## src/rtl/fwd_pkg.sv

```systemverilog
// Shared definitions for the forwarding / hazard unit: register address
// width, the per-stage tag carried down the pipeline, and the width of a
// forward-select field.
package fwd_pkg;

  localparam int REG_ADDR_W = 5;

  // One pipeline slot: which register (if any) this instruction produces.
  typedef struct packed {
    logic                  valid;
    logic [REG_ADDR_W-1:0] rd;
    logic                  reg_write;
    logic                  is_load;
  } tag_t;

  localparam tag_t TAG_BUBBLE = '0;

  // Width of a select field able to encode 0 (register file) .. stages.
  function automatic int sel_w(input int stages);
    return $clog2(stages + 1);
  endfunction

endpackage

```

## src/rtl/fwd_tag_pipe.sv

```systemverilog
// Tag shift register: entry 0 is the instruction in EX, entry j is j stages
// past EX. Every cycle the whole pipe advances by one; entry 0 receives the
// ID tag when an instruction issues, otherwise a bubble.
module fwd_tag_pipe
  import fwd_pkg::*;
#(
  parameter int DEPTH = 3
) (
  input  logic             i_clk,
  input  logic             i_rst,
  input  logic             i_issue,
  input  tag_t             i_tag,
  output tag_t [DEPTH-1:0] o_tags
);

  tag_t [DEPTH-1:0] r_tags;

  // Shift the tags one stage per cycle, inserting a bubble when nothing issues.
  always_ff @(posedge i_clk or posedge i_rst) begin
    if (i_rst) begin
      r_tags <= '0;
    end else begin
      r_tags[0] <= i_issue ? i_tag : TAG_BUBBLE;
      for (int j = 1; j < DEPTH; j++) begin
        r_tags[j] <= r_tags[j-1];
      end
    end
  end

  assign o_tags = r_tags;

endmodule

```

## src/rtl/forwarding_hazard_unit.sv

```systemverilog
// Forwarding and load-use hazard unit.
// Tracks the destination of every instruction from EX down to the last
// forwarding stage, selects the youngest matching producer for each EX
// source operand, and stalls ID while a load result is not yet forwardable.
// Optional performance counters are built when FWD_PERF_CNT_EN is defined.
//
// Handshake: id_valid qualifies the ID fields. The ID instruction moves into
// EX on a cycle with id_valid && !stall && !flush; while stall is high the
// front end holds PC and IF/ID unchanged and a bubble enters EX. flush kills
// the ID instruction and always wins over stall.
module forwarding_hazard_unit
  import fwd_pkg::*;
#(
  parameter  int NUM_SRC    = 2,
  parameter  int FWD_STAGES = 2,
  parameter  int LOAD_LAT   = 1,
  localparam int SEL_W      = sel_w(FWD_STAGES)
) (
  input  logic                          clk,
  input  logic                          reset,
  input  logic                          id_valid,
  input  logic [NUM_SRC*REG_ADDR_W-1:0] id_src_addr,
  input  logic [NUM_SRC-1:0]            id_src_used,
  input  logic [REG_ADDR_W-1:0]         id_dst_addr,
  input  logic                          id_reg_write,
  input  logic                          id_mem_read,
  input  logic                          flush,
  output logic                          stall,
  output logic [NUM_SRC*SEL_W-1:0]      ex_fwd_sel,
  output logic [31:0]                   perf_stall_cnt,
  output logic [31:0]                   perf_fwd_cnt
);

  localparam int DEPTH = FWD_STAGES + 1;

  tag_t [DEPTH-1:0]              w_tags;
  tag_t                          w_id_tag;
  logic                          w_issue;
  logic                          w_hazard;
  logic [NUM_SRC*SEL_W-1:0]      w_fwd_sel;
  logic                          w_unused_tags;
  logic [NUM_SRC*REG_ADDR_W-1:0] r_ex_src;
  logic [NUM_SRC-1:0]            r_ex_used;

  assign w_issue  = id_valid & ~stall & ~flush;
  assign w_id_tag = '{valid: 1'b1, rd: id_dst_addr,
                      reg_write: id_reg_write, is_load: id_mem_read};

  fwd_tag_pipe #(
    .DEPTH (DEPTH)
  ) u_tag_pipe (
    .i_clk   (clk),
    .i_rst   (reset),
    .i_issue (w_issue),
    .i_tag   (w_id_tag),
    .o_tags  (w_tags)
  );

  // Capture the EX instruction's source operands alongside entry 0.
  always_ff @(posedge clk or posedge reset) begin
    if (reset) begin
      r_ex_src  <= '0;
      r_ex_used <= '0;
    end else if (w_issue) begin
      r_ex_src  <= id_src_addr;
      r_ex_used <= id_src_used;
    end else begin
      r_ex_src  <= '0;
      r_ex_used <= '0;
    end
  end

  // Youngest producer wins: scan oldest to youngest so the smallest j sticks.
  always_comb begin
    w_fwd_sel = '0;
    for (int k = 0; k < NUM_SRC; k++) begin
      for (int j = FWD_STAGES; j >= 1; j--) begin
        if (w_tags[0].valid && r_ex_used[k] &&
            (r_ex_src[k*REG_ADDR_W +: REG_ADDR_W] != '0) &&
            w_tags[j].valid && w_tags[j].reg_write &&
            (w_tags[j].rd == r_ex_src[k*REG_ADDR_W +: REG_ADDR_W])) begin
          w_fwd_sel[k*SEL_W +: SEL_W] = SEL_W'(j);
        end
      end
    end
  end

  // Load-use hazard: a used ID source needs a load still inside the
  // not-yet-forwardable window (entries 0 .. LOAD_LAT-1).
  always_comb begin
    w_hazard = 1'b0;
    for (int k = 0; k < NUM_SRC; k++) begin
      for (int j = 0; j < LOAD_LAT; j++) begin
        if (id_src_used[k] &&
            (id_src_addr[k*REG_ADDR_W +: REG_ADDR_W] != '0) &&
            w_tags[j].valid && w_tags[j].is_load && w_tags[j].reg_write &&
            (w_tags[j].rd == id_src_addr[k*REG_ADDR_W +: REG_ADDR_W])) begin
          w_hazard = 1'b1;
        end
      end
    end
  end

  // Reset gates stall directly so it drops in the same cycle reset rises.
  assign stall      = id_valid & ~flush & ~reset & w_hazard;
  assign ex_fwd_sel = w_fwd_sel;

  // Some tag bits (e.g. is_load of older entries) are never read for a given
  // parameter set; fold them so they are visibly consumed.
  assign w_unused_tags = ^w_tags;

`ifdef FWD_PERF_CNT_EN
  logic [31:0] r_stall_cnt;
  logic [31:0] r_fwd_cnt;

  // Saturating event counters for stall cycles and forwarding cycles.
  always_ff @(posedge clk or posedge reset) begin
    if (reset) begin
      r_stall_cnt <= '0;
      r_fwd_cnt   <= '0;
    end else begin
      if (stall && (r_stall_cnt != 32'hFFFF_FFFF)) begin
        r_stall_cnt <= r_stall_cnt + 32'd1;
      end
      if ((w_fwd_sel != '0) && (r_fwd_cnt != 32'hFFFF_FFFF)) begin
        r_fwd_cnt <= r_fwd_cnt + 32'd1;
      end
    end
  end

  assign perf_stall_cnt = r_stall_cnt;
  assign perf_fwd_cnt   = r_fwd_cnt;
`else
  assign perf_stall_cnt = '0;
  assign perf_fwd_cnt   = '0;
`endif

endmodule

```

## config.mk

```make
export PLATFORM = sky130hd
export DESIGN_NAME = forwarding_hazard_unit
export DESIGN_NICKNAME = d
export VERILOG_FILES = /design/src/rtl/fwd_pkg.sv /design/src/rtl/fwd_tag_pipe.sv /design/src/rtl/forwarding_hazard_unit.sv
export SDC_FILE = /design/constraint.sdc
export NUM_CORES = 1
export LEC_CHECK = 0
export BUFFER_PORTS_ARGS = -buffer_cell sky130_fd_sc_hd__buf_2
export CAP_MARGIN = 20
export CORE_MARGIN = 5
export CORE_UTILIZATION = 50
export CTS_CLUSTER_SIZE = 24
export DETAILED_ROUTE_END_ITERATION = 12
export PLACE_DENSITY = 0.85
export SKIP_CTS_REPAIR_TIMING = 1
export SLEW_MARGIN = 25
export SYNTH_ARGS = -nofsm -noshare
export SYNTH_HDL_FRONTEND = slang
export SYNTH_SLANG_ARGS = --single-unit
```

## constraint.sdc

```tcl
create_clock -name clk -period 5.9 [get_ports clk]
set_input_delay 1.475 -clock clk [delete_from_list [all_inputs] [get_ports clk]]
set_output_delay 1.475 -clock clk [all_outputs]
set_load 0.1 [all_outputs]
```

==> results_dict.tcl <==
set metrics [dict create \
    setup_viol 0 \
    yosysWarnings 0 \
    num_rows 23 \
    synth_ff_type "dfrtp_1" \
    min_period_ps 4309 \
    syn_to_final_growth_pct 2.820 \
    clock_latency_ps 280 \
    gp_congestion 0.8713 \
    fin_skew_ps 4.583 \
    cts_tree "built" \
    synth_edf_count 0 \
    cts_buffer_depth 2 \
    drt-initial-drc-count 31 \
    fillers 353 \
    ys_types 21 \
    crit_buf_inv 4 \
    cp_slowest_cell "nor4b_2" \
    core_um2 3943 \
    synth_top_cell_by_area "dfrtp_1" \
    rsz0062_at_grt "no" \
    synthCells 202 \
    timing.fmax_ghz 0.2321 \
    cp.required_ps 4430 \
    die_area_um2 5358 \
    synth_seq_cells 34 \
    clkSlewWorstSetupHoldPaths_ps 60 \
    dr.pass1.iters 4 \
    h-tree-depth 2 \
    io_pins 92 \
    crit_chain "buf_2, inv_1, nand4_1, nor4b_2, buf_4, o21a_1, buf_12" \
    numPortBuffers 27 \
    dp.final_hpwl_mm 3.007 \
    antenna_left 0 \
    syn_area_per_cell_um2 9.886 \
    grt_pass1_wl_mm 5.651 \
    ir_drop_mv 0.1555 \
    nets 256 \
    cp_data_arrival_time_ps 2830 \
    start_kind "input pin" \
    wirelength_mm 3.623 \
    worst-setup-path-type "input pin to output pin" \
    grtUsageTotal_pct 13.94 \
    fin_crit_sh_pct 73.03 \
    gr-total-overflow 0 \
    wl_per_cell_um 12.80 \
    initial_core_util_pct 50.65 \
    clock_sinks 34 \
    die_x_um 73.20 \
    grt_max_degree 35 \
    syn_area_um2 1997 \
    multiInputGateArea_um2 872.1 \
    synth_top_area_share_pct 42.61 \
    vias 1265 \
    crit_fanout 21 \
    crit_family "buffers and inverters" \
    regArea_um2 850.8 \
    max_stage_delay_ps 330 \
    vias_per_cell 4.470 \
    leakagePower_nw 1.070 \
    status "finished, final reports clean" \
    cp-end-kind "output pin" \
    tns_ps 0 \
    grt_pass1_vias 1219 \
    hp-class "flop to flop" \
    finalPower_w 0.0006252 \
    p_per_area_nw_per_um2 304.5 \
    die_y_um 73.20 \
    cts_made_buffers 5 \
    slew_violations 0 \
    async_flop_share_pct 100.0 \
    drv_cap 0 \
    drive_gt1_share_pct 18.03 \
    yosysSeqAreaShare_pct 42.61 \
    synthTopCellsByArea "dfrtp_1 43%, buf_4 24%, xnor2_1 7.9%" \
    antenna_found_initial 0 \
    route.detailed.drc 0 \
    final_hold_viol_count 0 \
    antennaDiodeCount 0 \
    clk_root_buffer_cell "clkbuf_8" \
]
## synth_stat cells (3+ instances only)
cell type	number
buf_2	4
xnor2_1	18
xor2_1	10
nor3_1	20
nand4_1	5
buf_4	65
dfrtp_1	34
nand2_1	20
nor4_1	8
inv_1	3
## power by group
part / internal [W] / switching [W]
Combinational: 0.0000207 / 0.000200
Clock: 0.0000810 / 0.0000713
Sequential: 0.000242 / 0.00000987
## worst paths after layout
path,startpoint,end,slack (ps),cells past startpoint
setup / recovery,reset,stall,1590,7
hold / removal,u_tag_pipe.o_tags[15],u_tag_pipe.o_tags[23],370,0
setup reg to reg,u_tag_pipe.o_tags[6],r_ex_src[0],4360,5
hold reg to reg,u_tag_pipe.o_tags[15],u_tag_pipe.o_tags[23],370,0
max in group asynchronous,reset,u_tag_pipe.o_tags[11],4280,3
min in group asynchronous,reset,r_ex_src[0],1330,3
## placed cells by master (no fill, tap or decap), types with 5 or more instances in the layout
cell type  netlist  routed
buf_2            4      26
nand2_1         20      20
nor4_1           8       6
xor2_1          10      10
xnor2_1         18      18
conb_1           1      64
dfrtp_1         34      34
nand4_1          5       5
clkbuf_8         0       5
nor3_1          20      20
## logic make-up after synthesis
group           synth area share, %
buf+inv                       26.19
other cells                  0.1878
compound gates                3.132
simple gates                  15.60
flops                         42.61
xor+xnor                      12.28
## sequential cells by signal (all words and copies together), names as in the netlist
| register | cells |
|---|---|
| u_tag_pipe.o_tags | 22 |
| r_ex_src | 10 |
| r_ex_used | 2 |
## worst reg2reg max path, cell delays in order, from the launching register on
cell and delay [ps]:
dfrtp_1 430, xnor2_1 180, o2111ai_1 140, nor4b_2 280, buf_4 280, nor3_1 110
## cell type report
class                   count  area share [%]
well taps                  50           3.047
flip-flops and latches     34           41.44
clock buffers               7           3.717
multi-input cells         158           42.47
repair buffers             31           8.775
inverters                   3          0.5484
## per-stage QoR
| stage | utilization [%] | hold slack [ps] | setup WS, ps | std cells | area, µm² |
|---|---|---|---|---|---|
| floorplan | - | 353.5 | 689.6 | 265 | 2246 |
| global placement | 50.14 | 355.9 | 1642 | 276 | 1977 |
| detailed placement | 50.14 | 358.9 | 1602 | 276 | 1977 |
| CTS | 52.08 | 373.2 | 1592 | 283 | 2053 |
| global route | 52.08 | 408.8 | 1503 | 283 | 2053 |
| finish | 52.08 | 374.1 | 1591 | 283 | 2053 |
## metal layers
metal	share of wire (%)	wire length [µm]	vias up	global-route usage [%]
met5	0	0	-	0
met4	2.3	82	0	7.172
met3	7.3	264	7	3.168
met2	54	1959	53	23.93
met1	36	1316	602	16.09
li1	-	-	603	-
(Power assumes the default switching activity.)
